### src/rtl/dmem_port_arbiter.sv
// Data-memory port arbiter: NUM_REQ single-word requesters share one RAM data port.
// Fixed-priority or round-robin grant, optional owner lock, registered read response.
module dmem_port_arbiter #(
    parameter int NUM_REQ  = 2,
    parameter int ADDR_W   = 12,
    parameter int DATA_W   = 32,
    parameter int RAM_LAT  = 1,
    parameter int ARB_MODE = 1
) (
    input  logic                      clk,
    input  logic                      nrst,
    input  logic [NUM_REQ-1:0]        req_valid,
    input  logic [NUM_REQ-1:0]        req_write,
    input  logic [NUM_REQ-1:0]        req_lock,
    input  logic [NUM_REQ*ADDR_W-1:0] req_addr,
    input  logic [NUM_REQ*DATA_W-1:0] req_wdata,
    output logic [NUM_REQ-1:0]        req_ready,
    output logic [NUM_REQ-1:0]        rsp_valid,
    output logic [DATA_W-1:0]         rsp_rdata,
    output logic                      ram_we,
    output logic                      ram_re,
    output logic [ADDR_W-1:0]         ram_addr,
    output logic [DATA_W-1:0]         ram_wdata,
    input  logic [DATA_W-1:0]         ram_rdata,
    output logic                      busy
);

    localparam int IDX_W = (NUM_REQ > 1) ? $clog2(NUM_REQ) : 1;
    localparam int CNT_W = 3;

    generate
        if (NUM_REQ < 2 || NUM_REQ > 8 || RAM_LAT < 1 || RAM_LAT > 4 ||
            (ARB_MODE != 0 && ARB_MODE != 1) || ADDR_W < 1 || DATA_W < 1) begin : g_bad_param
            $error("dmem_port_arbiter: illegal parameter combination");
        end
    endgenerate

    typedef enum logic [1:0] {IDLE, ISSUE, WAIT} state_t;

    state_t               state_q, state_d;
    logic [IDX_W-1:0]     rr_ptr_q, rr_ptr_d;
    logic [IDX_W-1:0]     owner_q, owner_d;
    logic                 lock_hold_q, lock_hold_d;
    logic [ADDR_W-1:0]    addr_q, addr_d;
    logic [DATA_W-1:0]    wdata_q, wdata_d;
    logic                 wr_q, wr_d;
    logic [CNT_W-1:0]     cnt_q, cnt_d;
    logic [NUM_REQ-1:0]   rsp_valid_q, rsp_valid_d;
    logic [DATA_W-1:0]    rsp_rdata_q, rsp_rdata_d;

    logic                 win_vld;
    logic [IDX_W-1:0]     win_idx;
    logic [NUM_REQ-1:0]   ready_c;
    int                   j;

    // Reverse scan so the first candidate in search order is the last assignment.
    always_comb begin
        win_vld = 1'b0;
        win_idx = owner_q;
        j       = 0;
        if (lock_hold_q && req_valid[owner_q]) begin
            win_vld = 1'b1;
            win_idx = owner_q;
        end else if (ARB_MODE == 0) begin
            for (int i = NUM_REQ - 1; i >= 0; i--) begin
                if (req_valid[i]) begin
                    win_vld = 1'b1;
                    win_idx = IDX_W'(i);
                end
            end
        end else begin
            for (int k = NUM_REQ - 1; k >= 0; k--) begin
                j = int'(rr_ptr_q) + k;
                if (j >= NUM_REQ) j = j - NUM_REQ;
                if (req_valid[j]) begin
                    win_vld = 1'b1;
                    win_idx = IDX_W'(j);
                end
            end
        end
    end

    always_comb begin
        state_d     = state_q;
        rr_ptr_d    = rr_ptr_q;
        owner_d     = owner_q;
        lock_hold_d = lock_hold_q;
        addr_d      = addr_q;
        wdata_d     = wdata_q;
        wr_d        = wr_q;
        cnt_d       = cnt_q;
        rsp_valid_d = '0;
        rsp_rdata_d = rsp_rdata_q;
        ready_c     = '0;
        case (state_q)
            IDLE: begin
                // A lock only survives if the owner is already back with its next request.
                if (lock_hold_q && !req_valid[owner_q]) lock_hold_d = 1'b0;
                if (win_vld) begin
                    ready_c[win_idx] = 1'b1;
                    addr_d      = req_addr[win_idx*ADDR_W +: ADDR_W];
                    wdata_d     = req_wdata[win_idx*DATA_W +: DATA_W];
                    wr_d        = req_write[win_idx];
                    owner_d     = win_idx;
                    rr_ptr_d    = (win_idx == IDX_W'(NUM_REQ - 1)) ? '0 : win_idx + IDX_W'(1);
                    lock_hold_d = req_lock[win_idx];
                    state_d     = ISSUE;
                end
            end
            ISSUE: begin
                if (wr_q) begin
                    rsp_valid_d[owner_q] = 1'b1;
                    state_d              = IDLE;
                end else begin
                    cnt_d   = CNT_W'(RAM_LAT);
                    state_d = WAIT;
                end
            end
            WAIT: begin
                if (cnt_q == CNT_W'(1)) begin
                    rsp_rdata_d          = ram_rdata;
                    rsp_valid_d[owner_q] = 1'b1;
                    state_d              = IDLE;
                end else begin
                    cnt_d = cnt_q - CNT_W'(1);
                end
            end
            default: state_d = IDLE;
        endcase
    end

    always_ff @(posedge clk or negedge nrst) begin
        if (!nrst) begin
            state_q     <= IDLE;
            rr_ptr_q    <= '0;
            owner_q     <= '0;
            lock_hold_q <= 1'b0;
            addr_q      <= '0;
            wdata_q     <= '0;
            wr_q        <= 1'b0;
            cnt_q       <= '0;
            rsp_valid_q <= '0;
            rsp_rdata_q <= '0;
        end else begin
            state_q     <= state_d;
            rr_ptr_q    <= rr_ptr_d;
            owner_q     <= owner_d;
            lock_hold_q <= lock_hold_d;
            addr_q      <= addr_d;
            wdata_q     <= wdata_d;
            wr_q        <= wr_d;
            cnt_q       <= cnt_d;
            rsp_valid_q <= rsp_valid_d;
            rsp_rdata_q <= rsp_rdata_d;
        end
    end

    // Grant is combinational from req_valid, so mask it while reset is asserted.
    assign req_ready = ready_c & {NUM_REQ{nrst}};
    assign rsp_valid = rsp_valid_q;
    assign rsp_rdata = rsp_rdata_q;
    assign ram_we    = (state_q == ISSUE) &&  wr_q;
    assign ram_re    = (state_q == ISSUE) && !wr_q;
    assign ram_addr  = addr_q;
    assign ram_wdata = wdata_q;
    assign busy      = (state_q != IDLE);

endmodule

### config.mk
export PLATFORM = sky130hd
export DESIGN_NAME = dmem_port_arbiter
export DESIGN_NICKNAME = d
export VERILOG_FILES = /design/src/rtl/dmem_port_arbiter.sv
export SDC_FILE = /design/constraint.sdc
export NUM_CORES = 1
export LEC_CHECK = 0
export BUFFER_PORTS_ARGS = -buffer_cell sky130_fd_sc_hd__buf_4
export CAP_MARGIN = 20
export CORE_UTILIZATION = 48
export DETAILED_ROUTE_END_ITERATION = 8
export HOLD_SLACK_MARGIN = 0.02
export PLACE_DENSITY = 0.88
export SYNTH_ARGS = -nofsm -noshare
export SYNTH_HDL_FRONTEND = slang
export SYNTH_SLANG_ARGS = --single-unit
export TNS_END_PERCENT = 50
### constraint.sdc
create_clock -name clk -period 4.9 [get_ports clk]
set_input_delay 0.49 -clock clk [delete_from_list [all_inputs] [get_ports clk]]
set_output_delay 0.49 -clock clk [all_outputs]
set_load 0.05 [all_outputs]
Word level (Yosys, flattened, before mapping)
Cells that the tools add are included.

operators by class
  add/sub/neg operators = 5
  multipliers = 1
  order comparisons = 8
  equal/unequal tests = 7
  shift operators = 2
  multiplexer cells = 41
  bitwise logic cells = 1
  reductions and logical operators = 17

operators with widths
  cell                 number
  $mux 32              4
  $lt 32x3->1 const B  2
  $shiftx 64x7->32     1
  $shiftx 24x6->12     1
  $mux 1               23
  $mux 2               7
  $ne 2x2->1 const B   4
  $reduce_and 2->1     4
  $logic_and 1x1->1    6
  $mux 3               2
  $pmux 2 s3           1
  $pmux 3 s2           1
  $reduce_bool 2->1    3
  $lt 1x2->1 const B   2
  $pmux 2 s2           1
  $eq 3x1->1 const B   1
  $mul 1x2->3 const B  1
  $reduce_and 3->1     1
  $sub 1x2->3 const B  1
  $sub 2x2->3 const B  1
  $sub 3x1->3 const B  1
  $add 1x1->2 const B  1
  $and 2x2->2          1
  $demux 1 s1          2
  other kinds (8)      10

word-level totals
  register bits after elaboration = 87
  bits of input ports = 128
  logic and storage cells = 92

Depth between registers and ports, before layout
  depth in word-level cells = 17
  depth in mapped cells = 7
  depth with buffers taken out = 6

Least setup slack after synthesis
No wires, ideal clock.

  path kind = reg2out
  start = register state_q[0]
  end = output req_ready[1]
  data arrival time = 1.540 ns
  data required time = 4.410 ns
  path slack = 2.870 ns
  stages on the path, launching flop included = 5
  path buffers = 0
  cells stage by stage = dfrtp_1 -> inv_1 -> ha_1 -> nand3_1 -> a21oi_1

on the way
  cells in the longest elaborated chain, start to end = 3

ends and longest elaborated chain
  element                   line  source
  start: declaration        40    state_t state_q, state_d;
  start signal: assignment  145   state_q <= state_d;
  $logic_not 2->1           95    case (state_q)
  $mux 2                    95
  $and 2x2->2               159   assign req_ready = ready_c & {NUM_REQ{nrst}};
  end: declaration          17    output logic [NUM_REQ-1:0] req_ready,

Every way passes these cells.

Final worst setup path
  start = register owner_q
  end = register wr_q

on the way
  cells in the longest elaborated chain, start to end = 6
  elaborated cells on any way between the ends = 10
  those cells by class = 8 x mux; 2 x reduce/logical

ends and longest elaborated chain
  element                                     line  source
  start: declaration                          42    logic [IDX_W-1:0] owner_q, owner_d;
  start signal: assignment                    147   owner_q <= owner_d;
  $mux 1 (implied by the code) (2 in series)  61    if (lock_hold_q && req_valid[owner_q]) begin
  $logic_and 1x1->1                           61
  $mux 1                                      61
  $mux 1 (implied by the code) (2 in series)  103   wr_d = req_write[win_idx];
  end signal: assignment                      151   wr_q <= wr_d;
  end: declaration                            46    logic wr_q, wr_d;

Parallel ways exist; a longest one is shown, timed or not. The select of a mux whose other input is x is not followed.
A chain may end at the register's enable or synchronous reset.

==> flow_summary.toml <==
[die]
start_util_pct = 49.64
pin_count = 211
die_w_um = 91.40
rows = 32
core_area_um2 = 7727
die_y_um = 91.40
dieArea_um2 = 8354

[place]
place_congestion = 0.7377
placed_area_um2 = 5475
io_buffers = 210
dp_hpwl_mm = 7.191

[clock_tree]
cts_root_buf = "clkbuf_8"
cts_hold_buf = 1
path_clk_slew_ps = 90
cts_num_sinks = 87
clk_path_buf_depth = 2
cts.htree.levels = 3
cts_tree = "done"
cts_resized = 0
worst_skew_pair.late_latency_ps = 350
post_cts_buffers = 0
cts_buffers = 9

[layout]
drive_gt1_share_pct = 49.35
insertedDiodeCount = 0
fin_area_um2 = 5709
area_delta_synth_final_pct = 48.83
layout_commonest_cell = "buf_4"
multiInputGateArea_um2 = 1534
final_nets = 666
final_cell_mix = "buf_4 (214), dfrtp_1 (87), nand2_1 (52), mux2i_1 (46), o21ai_1 (46)"
utilization_pct = 73.88
regArea_um2 = 2177
nFillCells = 532

[pwr]
internal-power_w = 0.002203
cellLeakagePower_nw = 2.961
power_density_nw_per_um2 = 784.7
seqPwrFrac_pct = 28.2
peakVddDrop_uv = 377.5
p_sw_share_pct = 50.82
p_switching_w = 0.002277
p_comb_share_pct = 60.7
p_clk_share_pct = 11.0

[drt]
dr.pass1.iters = 4
drtAntennaViolNets = 0
drt_wl_total_mm = 9.449
drc = 0
vias = 3182
vias_per_cell = 4.980
drt_first_iter_violations = 79
wl_per_cell_um = 14.79

[global_route]
overflow = 0
grt_start_max_net_pins = 84
antenna_found_initial = 0
grt.total_usage_pct = 22.77
first_global_vias = 3195
grt_first_pass_wirelength_mm = 14.83

[critical_path]
start_kind = "register"
cp.required_ps = 5100
r2r_end = "wr_q$_DFFE_PN0P_"
ff2ff_setup_slack_ps = 2540
r2r-start = "owner_q$_DFFE_PN0P_"
crit_end = "wr_q$_DFFE_PN0P_"
reg2regPathDepth = 5
cp_max_fo = 31
crit_path_end_kind = "register"
worst-endpoint-arrival_ps = 2560
crit_start = "owner_q$_DFFE_PN0P_"
criticalPathCategory = "reg2reg"

[synth]
syn_inst = 323
async_flop_share_pct = 100.0
syn_area_um2 = 3836
yosys_warnings = 0
synth_compound_area_share_pct = 8.806
synth_top_family_by_area = "multiplexers"
yosys.area_share.simple_pct = 6.849
synth-edff-count = 0
seq_area_frac_synth_pct = 56.75
avgSynthCellArea_um2 = 11.88
ys_ff_latch = 87
synthAdderAreaFrac_pct = 1.957
synthDistinctLibCells = 29
synth_xor_area_share_pct = 0
synthMuxAreaShare_pct = 21.79
syn-num-nets = 457
synth_ff_type = "dfrtp_1"

[sta]
worst_slew_pin_slew_ps = 1010
setup_viol_count_final = 0
final.min_clock_period_ps = 2361
slew_headroom_pct = 32.40
slew_violations = 0
hold_violations = 0
finClkSkew_ps = 10.31
rsz0062_at_grt = "false"
fmax_mhz = 423.5
finalCritPeriodShare_pct = 48.19
timing.setup.tns_ps = 0

[status]
outcome = "finished clean"

[min_path]
hold_path_class = "in2reg"

[flow_run]
cap_violations = 0
-- sequential cells by signal, indices dropped and copies added (netlist names) --
register	flops
rsp_rdata	32
wr_q	1
cnt_q	3
rr_ptr_q	1
lock_hold_q	1
owner_q	1
ram_addr	12
state_q	2
ram_wdata	32
rsp_valid	2
-- area by class of cell --
cell class | count | share of cell area, %
sequential | 87 | 38.13
timing repair buffer | 216 | 28.80
multi-input combinational | 210 | 26.87
clock buffer | 10 | 2.235
tap | 102 | 2.235
clock inverter | 6 | 1.205
inverter | 8 | 0.5260
-- cell usage after synthesis, types with 2 or more instances --
cell type / number / area, µm²
mux2i_1: 46 / 460.4
clkbuf_1: 7 / 26.28
nand2_1: 52 / 195.2
a22oi_1: 2 / 15.01
buf_2: 4 / 20.02
nor2_1: 3 / 11.26
o21ai_0: 5 / 25.02
nand3_1: 4 / 20.02
a22o_1: 2 / 17.52
buf_1: 2 / 7.510
ha_1: 6 / 75.07
dfrtp_1: 87 / 2177
o21ai_1: 47 / 235.2
inv_1: 8 / 30.03
mux2_2: 32 / 360.4
buf_8: 3 / 45.04
-- worst min-delay path by stage --
| stage | slack [ps] | end | start | cells after the start |
|---|---|---|---|---|
| floorplan | 190 | cnt_q[0]$_DFFE_PN0P_ | nrst | 0 |
| global route | 350 | rsp_rdata[10]$_DFFE_PN0P_ | ram_rdata[10] | 2 |
| global placement | 310 | rsp_rdata[24]$_DFFE_PN0P_ | nrst | 1 |
| detailed placement | 310 | rsp_rdata[27]$_DFFE_PN0P_ | nrst | 1 |
| CTS | 350 | rsp_rdata[10]$_DFFE_PN0P_ | ram_rdata[10] | 2 |
| finish | 360 | rsp_rdata[28]$_DFFE_PN0P_ | ram_rdata[28] | 2 |
-- stage by stage --
stage | setup slack, ps | hold slack [ps] | power, W | std cells
finish | 2539 | 361.4 | 0.004480 | 639
global route | 2409 | 348.4 | 0.004706 | 639
CTS | 2527 | 348.3 | 0.004513 | 638
detailed placement | 2421 | 310.4 | 0.004010 | 621
global placement | 2469 | 306.3 | 0.003936 | 621
floorplan | 2870 | 194.4 | 0.003196 | 323
-- power by group through the flow --
stage | clock network [W] | registers, W | logic [W]
final | 0.000495 | 0.00126 | 0.00272
after global placement | 0 | 0.00125 | 0.00268
after CTS | 0.000509 | 0.00127 | 0.00274
after floorplan | 0 | 0.00236 | 0.000831
after global routing | 0.000537 | 0.00131 | 0.00286
after detailed placement | 0 | 0.00128 | 0.00273
-- routing by layer --
layer	up-vias	track usage (%)	share of wire [%]
met1	1490	25.60	38
met3	14	5.360	6.8
met2	144	41.23	53
li1	1534	-	-
met4	0	9.259	1.7
met5	-	0	0
-- critical path, stage by stage, from the launching register on --
cell and delay (ps):
dfrtp_1 430, mux2_4 300, a2bb2oi_4 540, buf_4 560, mux2i_1 260, o21ai_1 80
-- kinds of logic (layout without fill, tap and decap cells) --
logic type,Yosys count,in the layout
adders and majority gates,6,6
AOI/OAI and AO/OA,61,61
DFF,87,87
buffers and inverters,26,240
muxes,79,79
and+or+nand+nor,64,64
No activity file was read; power rests on OpenSTA's default activity.
